File: config.mk
export PLATFORM = sky130hd
export DESIGN_NAME = ioctl_ram_arb
export DESIGN_NICKNAME = d
export VERILOG_FILES = /design/src/rtl/ioctl_ram_arb.sv
export SDC_FILE = /design/constraint.sdc
export NUM_CORES = 1
export LEC_CHECK = 0
export CORE_MARGIN = 1.5
export CORE_UTILIZATION = 53
export DETAILED_ROUTE_END_ITERATION = 16
export PLACE_DENSITY = 0.85
export RECOVER_POWER = 100
export SYNTH_ARGS = -nofsm -noshare
export SYNTH_HDL_FRONTEND = slang
export SYNTH_SLANG_ARGS = --single-unit
File: constraint.sdc
create_clock -name clk_sys -period 6.4 [get_ports clk_sys]
set_clock_uncertainty 0.15 [all_clocks]
set_input_delay 1.6 -clock clk_sys [delete_from_list [all_inputs] [get_ports clk_sys]]
set_output_delay 1.6 -clock clk_sys [all_outputs]
set_load 0.005 [all_outputs]
File: src/rtl/ioctl_ram_arb.sv
// Arbitrates the single 16-bit RAM port between the CPU and the data_io download stream.
// Download words go through a 2-entry buffer and always win arbitration over new CPU accesses.
module ioctl_ram_arb #(
  parameter int unsigned HOLD_EXTRA = 4
) (
  input  logic        clk_sys,
  input  logic        reset_n,
  input  logic        ioctl_download,
  input  logic        ioctl_we,
  input  logic [24:0] ioctl_addr,
  input  logic [15:0] ioctl_dout,
  input  logic        cpu_req,
  input  logic        cpu_we,
  input  logic [24:0] cpu_addr,
  input  logic [15:0] cpu_din,
  output logic [15:0] cpu_dout,
  output logic        cpu_ack,
  output logic        cpu_hold,
  output logic        mem_req,
  output logic        mem_we,
  output logic [23:0] mem_addr,
  output logic [15:0] mem_din,
  input  logic [15:0] mem_dout,
  input  logic        mem_ack,
  output logic [23:0] dl_words,
  output logic        dl_done,
  output logic        dl_overflow,
  output logic [1:0]  dbg_state
);

  localparam int unsigned HW = (HOLD_EXTRA < 1) ? 1 : $clog2(HOLD_EXTRA + 1);
  localparam logic [HW-1:0] HOLD_INIT = HW'(HOLD_EXTRA);

  typedef enum logic [1:0] {
    ST_IDLE    = 2'd0,
    ST_DL_WR   = 2'd1,
    ST_CPU_ACC = 2'd2
  } state_t;

  state_t state_q, state_d;

  logic        dl_meta_q, dl_s_q, dl_s_prev_q;
  logic        we_d_q;
  logic [39:0] fifo_q [2];
  logic        wr_ptr_q, rd_ptr_q;
  logic [1:0]  cnt_q, cnt_d;
  logic        push, pop, full, accept, dl_rise;
  logic [39:0] head;

  logic        mem_req_q, mem_req_d;
  logic        mem_we_q, mem_we_d;
  logic [23:0] mem_addr_q, mem_addr_d;
  logic [15:0] mem_din_q, mem_din_d;
  logic [15:0] cpu_dout_q;
  logic        cpu_ack_q;
  logic        cpu_hold_q;
  logic [HW-1:0] hold_cnt_q;
  logic [23:0] dl_words_q;
  logic        dl_overflow_q;
  logic        busy, busy_prev_q, seen_q;

  logic unused_addr_bits;
  assign unused_addr_bits = &{1'b0, ioctl_addr[0], cpu_addr[0]};

  assign push    = ioctl_we & ~we_d_q;
  assign pop     = (state_q == ST_DL_WR) & mem_ack;
  assign full    = (cnt_q == 2'd2);
  assign accept  = push & (~full | pop);
  assign dl_rise = dl_s_q & ~dl_s_prev_q;
  assign head    = fifo_q[rd_ptr_q];
  assign busy    = dl_s_q | (cnt_q != 2'd0) | (state_q == ST_DL_WR);

  always_comb begin
    cnt_d = cnt_q;
    case ({accept, pop})
      2'b10:   cnt_d = cnt_q + 2'd1;
      2'b01:   cnt_d = cnt_q - 2'd1;
      default: cnt_d = cnt_q;
    endcase
  end

  always_ff @(posedge clk_sys) begin
    if (accept) fifo_q[wr_ptr_q] <= {ioctl_addr[24:1], ioctl_dout};
  end

  always_ff @(posedge clk_sys or negedge reset_n) begin
    if (!reset_n) begin
      dl_meta_q     <= 1'b0;
      dl_s_q        <= 1'b0;
      dl_s_prev_q   <= 1'b0;
      we_d_q        <= 1'b0;
      wr_ptr_q      <= 1'b0;
      rd_ptr_q      <= 1'b0;
      cnt_q         <= 2'd0;
      dl_words_q    <= 24'd0;
      dl_overflow_q <= 1'b0;
      hold_cnt_q    <= '0;
      cpu_hold_q    <= 1'b0;
      busy_prev_q   <= 1'b0;
      seen_q        <= 1'b0;
    end else begin
      dl_meta_q   <= ioctl_download;
      dl_s_q      <= dl_meta_q;
      dl_s_prev_q <= dl_s_q;
      we_d_q      <= ioctl_we;
      cnt_q       <= cnt_d;
      if (accept) wr_ptr_q <= ~wr_ptr_q;
      if (pop)    rd_ptr_q <= ~rd_ptr_q;
      // A new download restarts the count; a word dropped in that same cycle still flags.
      if (dl_rise)  dl_words_q <= 24'd0;
      else if (pop) dl_words_q <= dl_words_q + 24'd1;
      if (push & full & ~pop) dl_overflow_q <= 1'b1;
      else if (dl_rise)       dl_overflow_q <= 1'b0;
      if (busy)                   hold_cnt_q <= HOLD_INIT;
      else if (hold_cnt_q != '0)  hold_cnt_q <= hold_cnt_q - 1'b1;
      cpu_hold_q  <= busy | (hold_cnt_q != '0);
      busy_prev_q <= busy;
      seen_q      <= seen_q | dl_s_q;
    end
  end

  always_ff @(posedge clk_sys or negedge reset_n) begin
    if (!reset_n) state_q <= ST_IDLE;
    else          state_q <= state_d;
  end

  always_comb begin
    state_d = state_q;
    case (state_q)
      ST_IDLE: begin
        if (cnt_q != 2'd0)              state_d = ST_DL_WR;
        else if (cpu_req & ~cpu_hold_q) state_d = ST_CPU_ACC;
      end
      ST_DL_WR:   if (mem_ack) state_d = ST_IDLE;
      ST_CPU_ACC: if (mem_ack) state_d = ST_IDLE;
      default:    state_d = ST_IDLE;
    endcase
  end

  // RAM handshake: mem_req rises with we/addr/din already registered, all four hold
  // until the single-cycle mem_ack, and mem_req is low for at least one cycle between accesses.
  always_comb begin
    mem_req_d  = 1'b0;
    mem_we_d   = mem_we_q;
    mem_addr_d = mem_addr_q;
    mem_din_d  = mem_din_q;
    if (state_q == ST_IDLE) begin
      if (state_d == ST_DL_WR) begin
        mem_req_d  = 1'b1;
        mem_we_d   = 1'b1;
        mem_addr_d = head[39:16];
        mem_din_d  = head[15:0];
      end else if (state_d == ST_CPU_ACC) begin
        mem_req_d  = 1'b1;
        mem_we_d   = cpu_we;
        mem_addr_d = cpu_addr[24:1];
        mem_din_d  = cpu_din;
      end
    end else begin
      mem_req_d = ~mem_ack;
    end
  end

  always_ff @(posedge clk_sys or negedge reset_n) begin
    if (!reset_n) begin
      mem_req_q  <= 1'b0;
      mem_we_q   <= 1'b0;
      mem_addr_q <= 24'd0;
      mem_din_q  <= 16'd0;
      cpu_ack_q  <= 1'b0;
      cpu_dout_q <= 16'd0;
    end else begin
      mem_req_q  <= mem_req_d;
      mem_we_q   <= mem_we_d;
      mem_addr_q <= mem_addr_d;
      mem_din_q  <= mem_din_d;
      cpu_ack_q  <= (state_q == ST_CPU_ACC) & mem_ack;
      if ((state_q == ST_CPU_ACC) & mem_ack & ~mem_we_q) cpu_dout_q <= mem_dout;
    end
  end

  assign mem_req     = mem_req_q;
  assign mem_we      = mem_we_q;
  assign mem_addr    = mem_addr_q;
  assign mem_din     = mem_din_q;
  assign cpu_ack     = cpu_ack_q;
  assign cpu_dout    = cpu_dout_q;
  assign cpu_hold    = cpu_hold_q;
  assign dl_words    = dl_words_q;
  assign dl_overflow = dl_overflow_q;
  assign dl_done     = ~busy & busy_prev_q & seen_q;
  assign dbg_state   = state_q;

endmodule

Word-level counts from Yosys, hierarchy flattened

Memory sizes are Yosys's and may differ from the RTL's.
Index checks and enable logic that the tools add are counted.

Bits of input ports: 105
Output and inout bits: 88
Memory bits (writable): 80
Memories kept: 1
Word-level logic and storage cells: 90
Register bits after elaboration: 100

Add/subtract/negate cells: 4
Reduce and logical (&&, ||, !) cells: 10
Muxes and demuxes: 22
Eq/ne operators: 7
Bitwise gates (word level): 26

Memories:

| name   | words | bits a word | read ports | clocked after Yosys merged registers in | write ports | RTL line | text |
|---|---|---|---|---|---|---|---|
| fifo_q | 2     | 40          | 1          | 0                                       | 1           | 44       | `logic [39:0] fifo_q [2];` |

Operators with widths:

| cell                                                                | count |
|---|---|
| 24-bit 2-to-1 mux                                                   | 4 |
| 16-bit 2-to-1 mux                                                   | 2 |
| 24-bit by 1-bit adder with 24-bit output (second input constant)    | 1 |
| 2-bit nonzero test                                                  | 6 |
| 1-bit AND                                                           | 11 |
| 1-bit inverter                                                      | 10 |
| 1-bit 2-to-1 mux                                                    | 9 |
| 2-bit == test (second input constant)                               | 4 |
| 2-bit case mux with 2 select lines                                  | 2 |
| 2-bit by 1-bit == test with 1-bit output (second input constant)    | 3 |
| 2-bit 2-to-1 mux                                                    | 3 |
| 3-bit 2-to-1 mux                                                    | 2 |
| 1-bit bitwise OR                                                    | 5 |
| 3-bit nonzero test                                                  | 1 |
| 3-bit by 1-bit subtractor with 3-bit output (second input constant) | 1 |
| 2-bit by 1-bit adder with 2-bit output (second input constant)      | 1 |
| 2-bit logical NOT                                                   | 1 |
| 2-bit AND reduction                                                 | 1 |
| 2-bit OR reduction                                                  | 1 |
| 2-bit by 1-bit subtractor with 2-bit output (second input constant) | 1 |

Logic depth before layout (Yosys ltp)

Depth in word-level cells: 9
Depth in mapped cells: 11
Mapped depth without buffers: 9

Worst setup path before layout

No wires, ideal clock.

Kind: input port to flip-flop
From: in mem_ack
To: mem fifo_q[0][0], enable pin
Required time: 5.813 ns
Stages: 5
Data arrival time: 3.755 ns
Setup slack: 2.058 ns
Cell sequence: nand2_1 buf_2 nand3b_1 nand2b_1 nor2_1

Cells in the longest elaborated chain, start to end: 5

Ends and longest elaborated chain:

| element                                | RTL line | text |
|---|---|---|
| start, declared                        | 24       | `input logic mem_ack,` |
| 1-bit AND                              | 66       | `assign pop = (state_q == ST_DL_WR) & mem_ack;` |
| 1-bit bitwise OR                       | 68       | `assign accept = push & (~full \| pop);` |
| 1-bit AND                              | 68       |  |
| 1-bit 2-to-1 mux                       | 83       | `if (accept) fifo_q[wr_ptr_q] <= {ioctl_addr[24:1], ioctl_dout};` |
| 1-bit 2-to-1 mux (implied by the code) | 83       |  |
| end, declared                          | 44       |  |

No other way between the ends.

Final worst setup path

From: in mem_ack
To: reg mem_din_q[13] (netlist: mem_din[13])

Cells in the longest elaborated chain, start to end: 5
Elaborated cells between the ends (all ways): 7

Ends and longest elaborated chain:

| element                                                                   | RTL line | text |
|---|---|---|
| 2-bit 2-to-1 mux (*)                                                      | 134, 135 |  |
| 2-bit case mux with 2 select lines (*)                                    | 129      | `case (state_q)` |
| via state_d[0]                                                            | 40       | `state_t state_q, state_d;` |
| 2-bit by 1-bit == test with 1-bit output or 2-bit == test (tied branches) | 148, 153 |  |
| 2-bit nonzero test (no line)                                              | -        |  |
| 2-bit AND reduction (no line)                                             | -        |  |
| end signal, assigned                                                      | 176      | `mem_din_q <= mem_din_d;` |
| end, declared                                                             | 53       | `logic [15:0] mem_din_q, mem_din_d;` |

Mark *: on every way through the listed nets, which the timed path passes. The rest lies on a longest branch.
A chain may end at the register's enable or synchronous reset.

==> metrics <==
status complete, but fails checks; failing checks max-capacitance violations, max-slew violations; Worst-path clk slew around 0.060 ns; Cell Area, Placed between 9000 and 10000 um^2; most frequent cells in the layout dlygate4sd3_1 (131), dfrtp_1 (99), nand2_1 (98), o21ai_0 (92), edfxtp_1 (80); placeable core area between 10000 and 15000 um^2; slew margin rel. -73.0%; vias in the first global route about 5600; max_cap viols 3; global-route wire length before repair 26.8 mm; Ports 193; fin crit period roughly 4.7 ns; clk sinks 180; setup violators final 0; register area share after synthesis between 60 and 70%; crit share post-route 72.8%; Mapped Cells about 600; via/cell ratio ~5.6; Max FO, Critical Path 46; CP required around 6.5 ns; DR iter-0 viols between 400 and 500; Wirelength per Cell between 15 and 20 um; DIE AREA approximately 15000 um^2; Cell Pwr Density about 390 nW/um^2; gp weighted congestion around 0.9; H-tree depth 4; gr usage total between 20% and 30%; Synth Flop Type dfrtp_1; post-detail-place hpwl between 10 and 15 mm; # rows 43; post-route ant nets 0; Synth cell types 38; I/O Buffers between 150 and 200; Avg Inst Size Synth 12.3 um^2; Max Root-Sink Buffers 2; Synthesized Nets about 700; number of remaining DRC errors 0; RSZ-0062 raised after global routing no; Initial DRT Pass Iterations 5; WL final ~17 mm; synthesized area 7410 um^2; Post-CTS Setup Inserts 0; Nets roughly 900; VDD IR max between 0.0002 and 0.0003 V; final setup margin about 1.7 ns; static leakage 4.24 nW; Die W roughly 120 um; Num CTS Buffers 17; CTS root buf clkbuf_16; WP data arrival between 4 and 5 ns; f_max approximately 210 MHz; Design Area, Final around 10000 um^2; routed vias 5498; # placed instances between 900 and 1000; Setup TNS 0 ns; Die Y-Extent 121 um; worst min-delay path category reg2reg; pre-CTS WS about 2.0 ns; commonest non-fill, non-tap cell in the layout dlygate4sd3_1; CTS tree yes; # hold bufs at CTS 0; fillers about 920; synth warn 0; ratio of cells with drive above 1 in the final layout about 7.3%; post-route insts no fill between 900 and 1000; startpoint class of the critical path input port; gr ovfl total 0; largest net degree at the start of global routing 63; element type at the critical path end flip-flop; Initial Util between 50% and 60%; number of flops mapped to enable cells by yosys 80; WS Path Type in2reg; initial antenna violation count 7; Least-Margin Pin Slew about 2.6 ns; Clock Latency Late Sink around 0.42 ns; Final Hold Vio Count 0; Pins Over Slew Limit 130; Yosys reg bits 180; async set-or-reset flop fraction in the synthesized netlist around 56%; Gates resized, CTS repair 0; area grow syn2layout 35.9%
cells in the mapped netlist (4+ instances only):
| master | instances | area share [%] |
|---|---|---|
| buf_2 | 8 | 0.54 |
| clkbuf_1 | 24 | 1.2 |
| and3_1 | 4 | 0.34 |
| o21ai_0 | 92 | 6.2 |
| xnor2_1 | 10 | 1.2 |
| a21oi_1 | 20 | 1.4 |
| or3_1 | 4 | 0.34 |
| mux2i_1 | 43 | 5.8 |
| or4_1 | 6 | 0.61 |
| nand2_1 | 98 | 5.0 |
| nand3_1 | 11 | 0.74 |
| edfxtp_1 | 80 | 32 |
| mux2_2 | 16 | 2.4 |
| ha_1 | 9 | 1.5 |
| nand4_1 | 8 | 0.68 |
| inv_1 | 10 | 0.51 |
| o31ai_1 | 8 | 0.81 |
| nand2b_1 | 7 | 0.59 |
| dfrtp_1 | 100 | 34 |
| nor2_1 | 17 | 0.86 |
routing by layer:
metal	up-vias	track usage (%)	wire length (um)
met4	2	8.97	356
li1	2511	-	-
met5	-	0	16
met2	264	42.4	9030
met3	34	8.18	1500
met1	2687	26.7	6320
final timing paths:
| check | startpoint | to | slack [ns] | depth (start not counted) |
|---|---|---|---|---|
| max in group asynchronous | reset_n | mem_din[12] | 1.87 | 2 |
| hold reg to reg | dl_meta_q | dl_s_q | 0.20 | 0 |
| min in group asynchronous | reset_n | dl_words[0] | 1.83 | 1 |
| setup reg to reg | dbg_state[0] | mem_din[13] | 2.69 | 10 |
| hold / removal | dl_meta_q | dl_s_q | 0.20 | 0 |
| setup / recovery | mem_ack | mem_din[13] | 1.74 | 9 |
metrics by stage:
stage	hold WS, ns	total power, mW	util (%)
finish	0.201	3.93	73.1
global route	0.207	4.16	73.1
CTS	0.204	4.02	73.2
detailed placement	0.186	2.91	68.5
floorplan	0.181	2.31	-
global placement	0.190	2.83	68.5
state kept, by name, indices dropped and copies added, names as in the netlist, 2 cells and up:
register    cells
cnt_q           2
fifo_q         80
hold_cnt_q      3
mem_addr       24
dbg_state       2
dl_words       24
mem_din        16
cpu_dout       16
worst max-delay path, stage by stage:
cell	delay, ns
dlygate4sd3_1	0.59
nor2b_1	0.17
o21ai_0	0.11
a21oi_1	0.23
ha_1	1.21
buf_4	0.50
nand2_1	0.14
o21ai_0	0.10
o21ai_0	0.11
area by class of cell:
type | instances | area, um^2 | share of cell area [%]
diodes | 6 | 15.0 | 0.149
multi-input cells | 379 | 2310 | 23.0
clock inverters | 10 | 144 | 1.43
repair buffers | 195 | 1930 | 19.2
flip-flops and latches | 180 | 4910 | 48.7
inverters | 10 | 37.5 | 0.373
clock buffers | 22 | 495 | 4.92
well taps | 180 | 225 | 2.24
kinds of logic after synthesis:
group | Yosys count | share of synthesized area [%]
AND/OR/NAND/NOR | 169 | 10.5
XOR/XNOR | 13 | 1.54
adder cells (fa/ha/maj) | 9 | 1.52
flip-flops | 180 | 66.2
buffers and inverters | 45 | 2.57
AO/OA/AOI/OAI | 129 | 9.46
multiplexers | 59 | 8.24
power breakdown:
group / internal [mW] / switching (mW)
registers: 1.46 / 0.128
clock network: 0.671 / 0.433
logic: 0.541 / 0.693
Note: power is estimated with default switching activity, not from simulation.
